--- config.mk ---
export PLATFORM = sky130hd
export DESIGN_NAME = conf_bus_master
export DESIGN_NICKNAME = d
export VERILOG_FILES = /design/src/rtl/conf_bus_master.sv
export SDC_FILE = /design/constraint.sdc
export NUM_CORES = 1
export LEC_CHECK = 0
export ABC_AREA = 0
export BUFFER_PORTS_ARGS = -buffer_cell sky130_fd_sc_hd__buf_4
export CORE_MARGIN = 2
export CORE_UTILIZATION = 44
export DETAILED_ROUTE_END_ITERATION = 10
export PLACE_DENSITY = 0.8
export SLEW_MARGIN = 10
export SYNTH_ARGS = -nofsm -noshare
export SYNTH_HDL_FRONTEND = slang
export SYNTH_SLANG_ARGS = --single-unit
--- constraint.sdc ---
create_clock -name clk -period 1.5 [get_ports clk]
set_input_delay 0.15 -clock clk [delete_from_list [all_inputs] [get_ports clk]]
set_output_delay 0.15 -clock clk [all_outputs]
set_load 0.01 [all_outputs]
--- src/rtl/conf_bus_master.sv ---
// conf_bus_master: initiator side of the conf peripheral bus.
// Takes one load/store at a time from the CPU memory stage, runs a single
// conf bus access and returns the lane-extracted, extended load result.
// Optional build macro: CONF_BUS_MASTER_ALIGN_CHK_EN (misaligned half/word
// requests are answered with resp_err and never reach the bus).
module conf_bus_master #(
  parameter int AW = 32,
  parameter int DW = 32  // fixed at 32
) (
  input  logic          clk,
  input  logic          reset,
  input  logic          req_valid,
  output logic          req_ready,
  input  logic          req_wr,
  input  logic [1:0]    req_size,
  input  logic          req_sign,
  input  logic [AW-1:0] req_addr,
  input  logic [DW-1:0] req_wdata,
  output logic          resp_valid,
  input  logic          resp_ready,
  output logic [DW-1:0] resp_rdata,
  output logic          resp_err,
  output logic          conf_en,
  output logic [3:0]    conf_wen,
  output logic [AW-1:0] conf_addr,
  output logic [DW-1:0] conf_wdata,
  input  logic [DW-1:0] conf_rdata
);

  typedef enum logic [1:0] {IDLE, ISSUE, WAIT, RESP} state_t;

  state_t      state;
  logic        is_wr;
  logic [1:0]  size_q;
  logic        sign_q;
  logic [1:0]  off_q;

  logic [3:0]    lane_wen;
  logic [DW-1:0] lane_wdata;
  logic [DW-1:0] load_data;
  logic          align_err;

  // Only IDLE listens to the request channel.
  assign req_ready = (state == IDLE);

  // Store lane enables and lane-replicated write data from the live request.
  always_comb begin
    // NOTE: defaults first so every path assigns every output (no latches).
    lane_wen   = 4'b1111;
    lane_wdata = req_wdata;
    case (req_size)
      2'd0: begin
        lane_wen   = 4'b0001 << req_addr[1:0];
        lane_wdata = {4{req_wdata[7:0]}};
      end
      2'd1: begin
        lane_wen   = 4'b0011 << {req_addr[1], 1'b0};
        lane_wdata = {2{req_wdata[15:0]}};
      end
      default: ;
    endcase
  end

  // Pick the addressed lane out of the responder data and extend it.
  always_comb begin
    logic [7:0]  b;
    logic [15:0] h;
    b = conf_rdata[{off_q, 3'b000} +: 8];
    h = conf_rdata[{off_q[1], 4'b0000} +: 16];
    load_data = conf_rdata;
    case (size_q)
      2'd0:    load_data = {{24{sign_q & b[7]}}, b};
      2'd1:    load_data = {{16{sign_q & h[15]}}, h};
      default: ;
    endcase
  end

`ifdef CONF_BUS_MASTER_ALIGN_CHK_EN
  // Half needs addr[0]=0, word (and size 3) needs addr[1:0]=0.
  always_comb begin
    align_err = 1'b0;
    case (req_size)
      2'd0:    align_err = 1'b0;
      2'd1:    align_err = req_addr[0];
      default: align_err = (req_addr[1:0] != 2'b00);
    endcase
  end
`else
  // No alignment check: misaligned requests go out on the lane rules.
  assign align_err = 1'b0;
`endif

  // Transaction FSM; every conf_* and resp_* output is a register here.
  always_ff @(posedge clk) begin
    if (reset) begin
      // NOTE: all sequential state uses non-blocking assignments so every
      // register samples pre-edge values regardless of statement order.
      state      <= IDLE;
      is_wr      <= 1'b0;
      size_q     <= 2'd0;
      sign_q     <= 1'b0;
      off_q      <= 2'd0;
      conf_en    <= 1'b0;
      conf_wen   <= 4'b0000;
      conf_addr  <= '0;
      conf_wdata <= '0;
      resp_valid <= 1'b0;
      resp_rdata <= '0;
      resp_err   <= 1'b0;
    end else begin
      case (state)
        IDLE: begin
          if (req_valid) begin
            if (align_err) begin
              // Rejected without touching the bus.
              resp_valid <= 1'b1;
              resp_err   <= 1'b1;
              resp_rdata <= '0;
              state      <= RESP;
            end else begin
              is_wr     <= req_wr;
              size_q    <= req_size;
              sign_q    <= req_sign;
              off_q     <= req_addr[1:0];
              conf_en   <= 1'b1;
              conf_addr <= req_addr;
              conf_wen  <= req_wr ? lane_wen : 4'b0000;
              // Loads leave the last write data on the bus untouched.
              if (req_wr) conf_wdata <= lane_wdata;
              resp_err  <= 1'b0;
              state     <= ISSUE;
            end
          end
        end
        ISSUE: begin
          conf_en  <= 1'b0;
          conf_wen <= 4'b0000;
          if (is_wr) begin
            resp_valid <= 1'b1;
            resp_rdata <= '0;
            state      <= RESP;
          end else begin
            state <= WAIT;
          end
        end
        WAIT: begin
          // Responder data is registered, so it is valid in this cycle.
          resp_rdata <= load_data;
          resp_valid <= 1'b1;
          state      <= RESP;
        end
        RESP: begin
          if (resp_ready) begin
            resp_valid <= 1'b0;
            state      <= IDLE;
          end
        end
        default: state <= IDLE;
      endcase
    end
  end

endmodule

# Word-level counts from Yosys, hierarchy flattened
# Cells that the tools add are included.
# totals
ff_bits	110
inputBits	104
word_cells	54
# classes
n_eq_ne	8
n_shift	4
muxes	17
bitwise_logic	3
reduce_logical	11
# ops
operator	n
$pmux W32 S2	3
$mux W32	1
$shiftx A32 B6 Y16	1
$shiftx A32 B6 Y8	1
$pmux W4 S2	2
$mux W4	2
$pmux W2 S4	1
$reduce_and A2 Y1	4
$eq A2 B1 Y1 const B	3
$logic_not A2 Y1	3
$ne A2 B2 Y1 const B	3
$reduce_and A3 Y1	2
$eq A2 B2 Y1 const B	2
$mux W1	4
$mux W2	2
$reduce_bool A2 Y1	2
$shl A1 B2 Y4 const A	1
$shl A2 B2 Y4 const A	1
$pmux W1 S3	1
$and A1 B1 Y1	2
$pmux W1 S2	1
$not A1 Y1	1

# Longest topological paths before layout
# logic_depth
depth_word	5
mapped_depth	9
mapped_depth_nobuf	6

# Least setup slack after synthesis
# OpenSTA, ideal clock, no wires.
# synth_path
path_kind	reg-to-reg
start	reg state[1]
end	reg resp_rdata[20]
setup_time_ns	0.069
arrival_ns	1.628
t_required_ns	1.431
slack_ns	-0.197
stages_incl_launch_ff	9
n_path_buf	2
period_less_slack_ns	1.697
path_cell_list	dfxtp_1 inv_1 ha_1 buf_2 nor2b_4 nor3b_4 buf_2 a22oi_1 a21oi_2
# synth_between
elab_chain_len	3
elab_cells_between_ends	6
classes_between	eq/ne: 3; mux: 1; reduce/logical: 2
# synth_rtl
element	line	rtl
start: declaration	32	state_t state;
start signal: assignment	98	state <= IDLE;
start signal: assignment	119	state <= RESP;
start signal: assignment	131	state <= ISSUE;
$eq A2 B1 Y1 or $eq A2 B2 Y1 (tied branches)	111	case (state)
$ne A2 B2 Y1 (no line) or $reduce_bool A2 Y1 (tied branches)	n/a	
$reduce_and A2 Y1 (no line)	n/a	
end signal: assignment	148	resp_rdata <= load_data;
end: declaration	21	output logic [DW-1:0] resp_rdata,
# Parallel ways exist; a longest one is shown, timed or not.
# A chain may end at the register's enable or synchronous reset.

# Final worst setup path
# layout_path
start	reg state[1]
end	reg resp_rdata[7]
# Same word-level chain as after synthesis.

==> flow_summary.toml <==
[power]
pwr-share-clk_pct = 21.4
leakagePower_nw = 3.64
p_per_area_nw_per_um2 = 1460
vdd_drop_max_mv = 0.771
switchingPower_mw = 4.30
power_frac_seq_pct = 30.6
p_comb_share_pct = 48.0
intPower_mw = 7.68
swShare_pct = 35.9

[route]
drc = 0
dr.first_iter.drc_count = 518
ant_nets = 0
postRouteWirelength_um = 19800
drt-pass1-iter-count = 8
wl_per_cell_um = 20.7
vias = 5689
via_per_inst = 5.94

[worst_setup_path]
cp-start-kind = "flip-flop"
cp_max_fo = 5
endpoint_kind = "flip-flop"
crit_arrival_ns = 1.93
criticalPathCategory = "flip-flop to flip-flop"
critPathRequiredTime_ns = 1.73

[sta]
rsz0062_at_grt = "yes"
worst_pin_slew_ns = 0.610
fin_tns_setup_ns = -2.98
drv_slew = 0
finalCritPeriodShare_pct = 113
skew_ns = 0.00794
setup_viol = 48
setup_ws_ns = -0.201
fin_crit_ns = 1.70
hold_viol = 0
relSlewSlack_pct = 59.3
fmax_mhz = 588

[synth]
synth_flop_cell = "dfxtp_1"
ys.warnings.count = 0
syn_nets = 677
netlist_instances = 568
syn_area_per_cell_um2 = 8.77
synth_edf_count = 0
netlist_area_um2 = 4980
yosysSeqAreaShare_pct = 43.4
ys_types = 50
ys_ff_latch = 108
synthArstFlopShare_pct = 0

[floorplan]
dieArea_um2 = 12200
core_um2 = 10900
die_width_um = 110
rows = 38
io_pins = 208
initial_utilization_pct = 45.6
die-height_um = 110

[grt]
grt_max_degree = 89
gr-total-overflow = 0
grt_pass1_vias = 5140
grt_antenna_before_repair = 0
grt_usage_pct = 25.7
grt_pass1_wl_um = 26000

[flow_run]
max_cap_viol_count = 0

[clocking]
cts.path.max_buffers = 2
cts_sinks = 108
cts_inserted_buffers = 9
clock_latency_ns = 0.35
root_buffer = "clkbuf_16"
cts_tree = "yes"
h-tree-depth = 3
clk_pin_slew_ns = 0.08

[final_layout]
fillCellCount = 744
drive_gt1_share_pct = 50.0
antenna_cells = 0
nets = 922
fin_util_pct = 74.9
syn_to_final_growth_pct = 64.3

[hold_path]
hp-class = "input pin to flip-flop"

[run_status]
violations = "setup timing"
status = "finished with violations"

[placed_design]
io_buffers = 206
hpwl_um = 11700
dp_slack_ns = -0.116
gp_congestion = 0.970
-- cell usage in the layout (no fill, tap or decap), types with 2 or more instances in the layout --
| cell type | count |
|---|---|
| a21oi_1 | 55 |
| ha_1 | 2 |
| o221ai_2 | 4 |
| buf_4 | 238 |
| o21ai_0 | 10 |
| nor2_1 | 21 |
| nand2_2 | 9 |
| a211oi_1 | 15 |
| mux2i_1 | 32 |
| dfxtp_1 | 104 |
| nand2_1 | 105 |
| a21oi_2 | 35 |
| clkbuf_16 | 17 |
| o221ai_1 | 5 |
| mux2_2 | 4 |
| buf_6 | 20 |
| nor4bb_1 | 7 |
| o21ai_1 | 9 |
| mux2_4 | 2 |
| dfxtp_2 | 2 |
| nor2_4 | 2 |
| dfxtp_4 | 2 |
| buf_8 | 4 |
| mux2i_4 | 4 |
| a22oi_2 | 23 |
| nor2b_4 | 2 |
| inv_1 | 8 |
| inv_6 | 2 |
| clkbuf_8 | 2 |
| a211oi_2 | 2 |
| buf_12 | 12 |
| a32o_1 | 8 |
| inv_4 | 3 |
| o211a_1 | 7 |
| nand2b_1 | 9 |
| ha_4 | 3 |
-- cell usage after synthesis (2+ instances only) --
master | n | area [µm²]
o22ai_1 | 2 | 12.5
buf_6 | 5 | 56.3
o21ai_0 | 12 | 60.1
dfxtp_1 | 108 | 2160
a211oi_1 | 17 | 128
a32o_1 | 8 | 80.1
o221ai_1 | 9 | 78.8
a21oi_1 | 81 | 405
mux2_2 | 6 | 67.6
a21oi_2 | 10 | 87.6
buf_1 | 5 | 18.8
nor2b_1 | 2 | 12.5
buf_2 | 19 | 95.1
buf_4 | 2 | 15.0
o211a_1 | 7 | 70.1
o21ai_1 | 7 | 35.0
mux2i_4 | 3 | 67.6
nand2b_1 | 10 | 62.6
ha_1 | 5 | 62.6
clkbuf_1 | 17 | 63.8
mux2i_1 | 32 | 320
nor4bb_1 | 7 | 70.1
nand2_1 | 115 | 432
inv_1 | 10 | 37.5
nor2_1 | 22 | 82.6
a22oi_1 | 23 | 173
-- sequential cells by signal (all words and copies together), names as in the netlist --
register,flops
conf_addr,32
conf_en,1
conf_wdata,32
conf_wen,4
is_wr,1
resp_rdata,32
resp_valid,1
sign_q,1
size_q,2
state,2
-- area by class of cell --
cell class / instances / area, µm² / area share [%]
timing repair buffer: 282 / 2510 / 30.7
multi-input combinational: 401 / 2960 / 36.1
tap: 140 / 175 / 2.14
clock inverter: 5 / 66.3 / 0.810
clock buffer: 11 / 253 / 3.09
sequential: 108 / 2170 / 26.5
inverter: 11 / 48.8 / 0.596
-- timing repair --
action | in CTS | in global routing
setup endpoints to repair | 32 | 98
setup buffers | 12 | 21
cloned | 0 | 11
hold buffers | 0 | 0
pin swaps | 23 | 47
resized for setup | 25 | 83
-- final timing paths --
kind	slack [ns]	cells after the start	startpoint	to
setup / recovery	-0.20	7	state[1]$_SDFFE_PP0P_	resp_rdata[7]$_SDFFE_PP0P_
setup reg to reg	-0.20	7	state[1]$_SDFFE_PP0P_	resp_rdata[7]$_SDFFE_PP0P_
hold reg to reg	0.46	2	conf_addr[17]$_SDFFE_PP0N_	conf_addr[17]$_SDFFE_PP0N_
hold / removal	0.05	3	req_addr[9]	conf_addr[9]$_SDFFE_PP0N_
-- power by group through the flow --
stage               registers [mW]  logic (mW)  clock network (mW)
floorplan                     3.84        2.17                   0
global placement              3.67        3.91                   0
detailed placement            3.70        4.05                   0
CTS                           3.65        4.46                2.57
global route                  3.73        6.05                2.69
finish                        3.67        5.75                2.56
-- logic make-up (layout without fill, tap and decap cells) --
logic type               Yosys count  after routing  share of synthesized area (%)
adder cells (fa/ha/maj)            5              5                           1.26
buffers and inverters             59            309                           5.83
other                              1              1                         0.0753
multiplexers                      43             43                           9.64
AND/OR/NAND/NOR                  167            167                           15.6
AO/OA/AOI/OAI                    185            185                           24.2
flip-flops                       108            108                           43.4
-- critical path, cell delays in order (launching register included) --
cell	delay [ns]
dfxtp_4	0.39
inv_4	0.05
ha_4	0.17
mux2i_4	0.22
buf_6	0.16
a22o_1	0.18
a21o_1	0.18
o221a_1	0.24
-- layer usage --
layer  GRT usage [%]  share of wire, %  vias to the layer above
li1                -                 -                     2509
met1            30.0                36                     2712
met2            43.2                49                      377
met3            7.35               9.3                       91
met4            12.4               5.4                        0
met5               0                 0                        -
-- per-stage QoR --
step                      hold WS [ns]  power [mW]  cells  cell area [µm²]
after floorplan                  0.278        6.01    568             5110
after global placement           0.397        7.58    898             6920
after detailed placement         0.404        7.75    898             6920
after CTS                       0.0384        10.7    926             7440
after global routing            0.0462        12.5    958             8190
final                           0.0458        12.0    958             8190
Power figures use the tool's default switching activity.
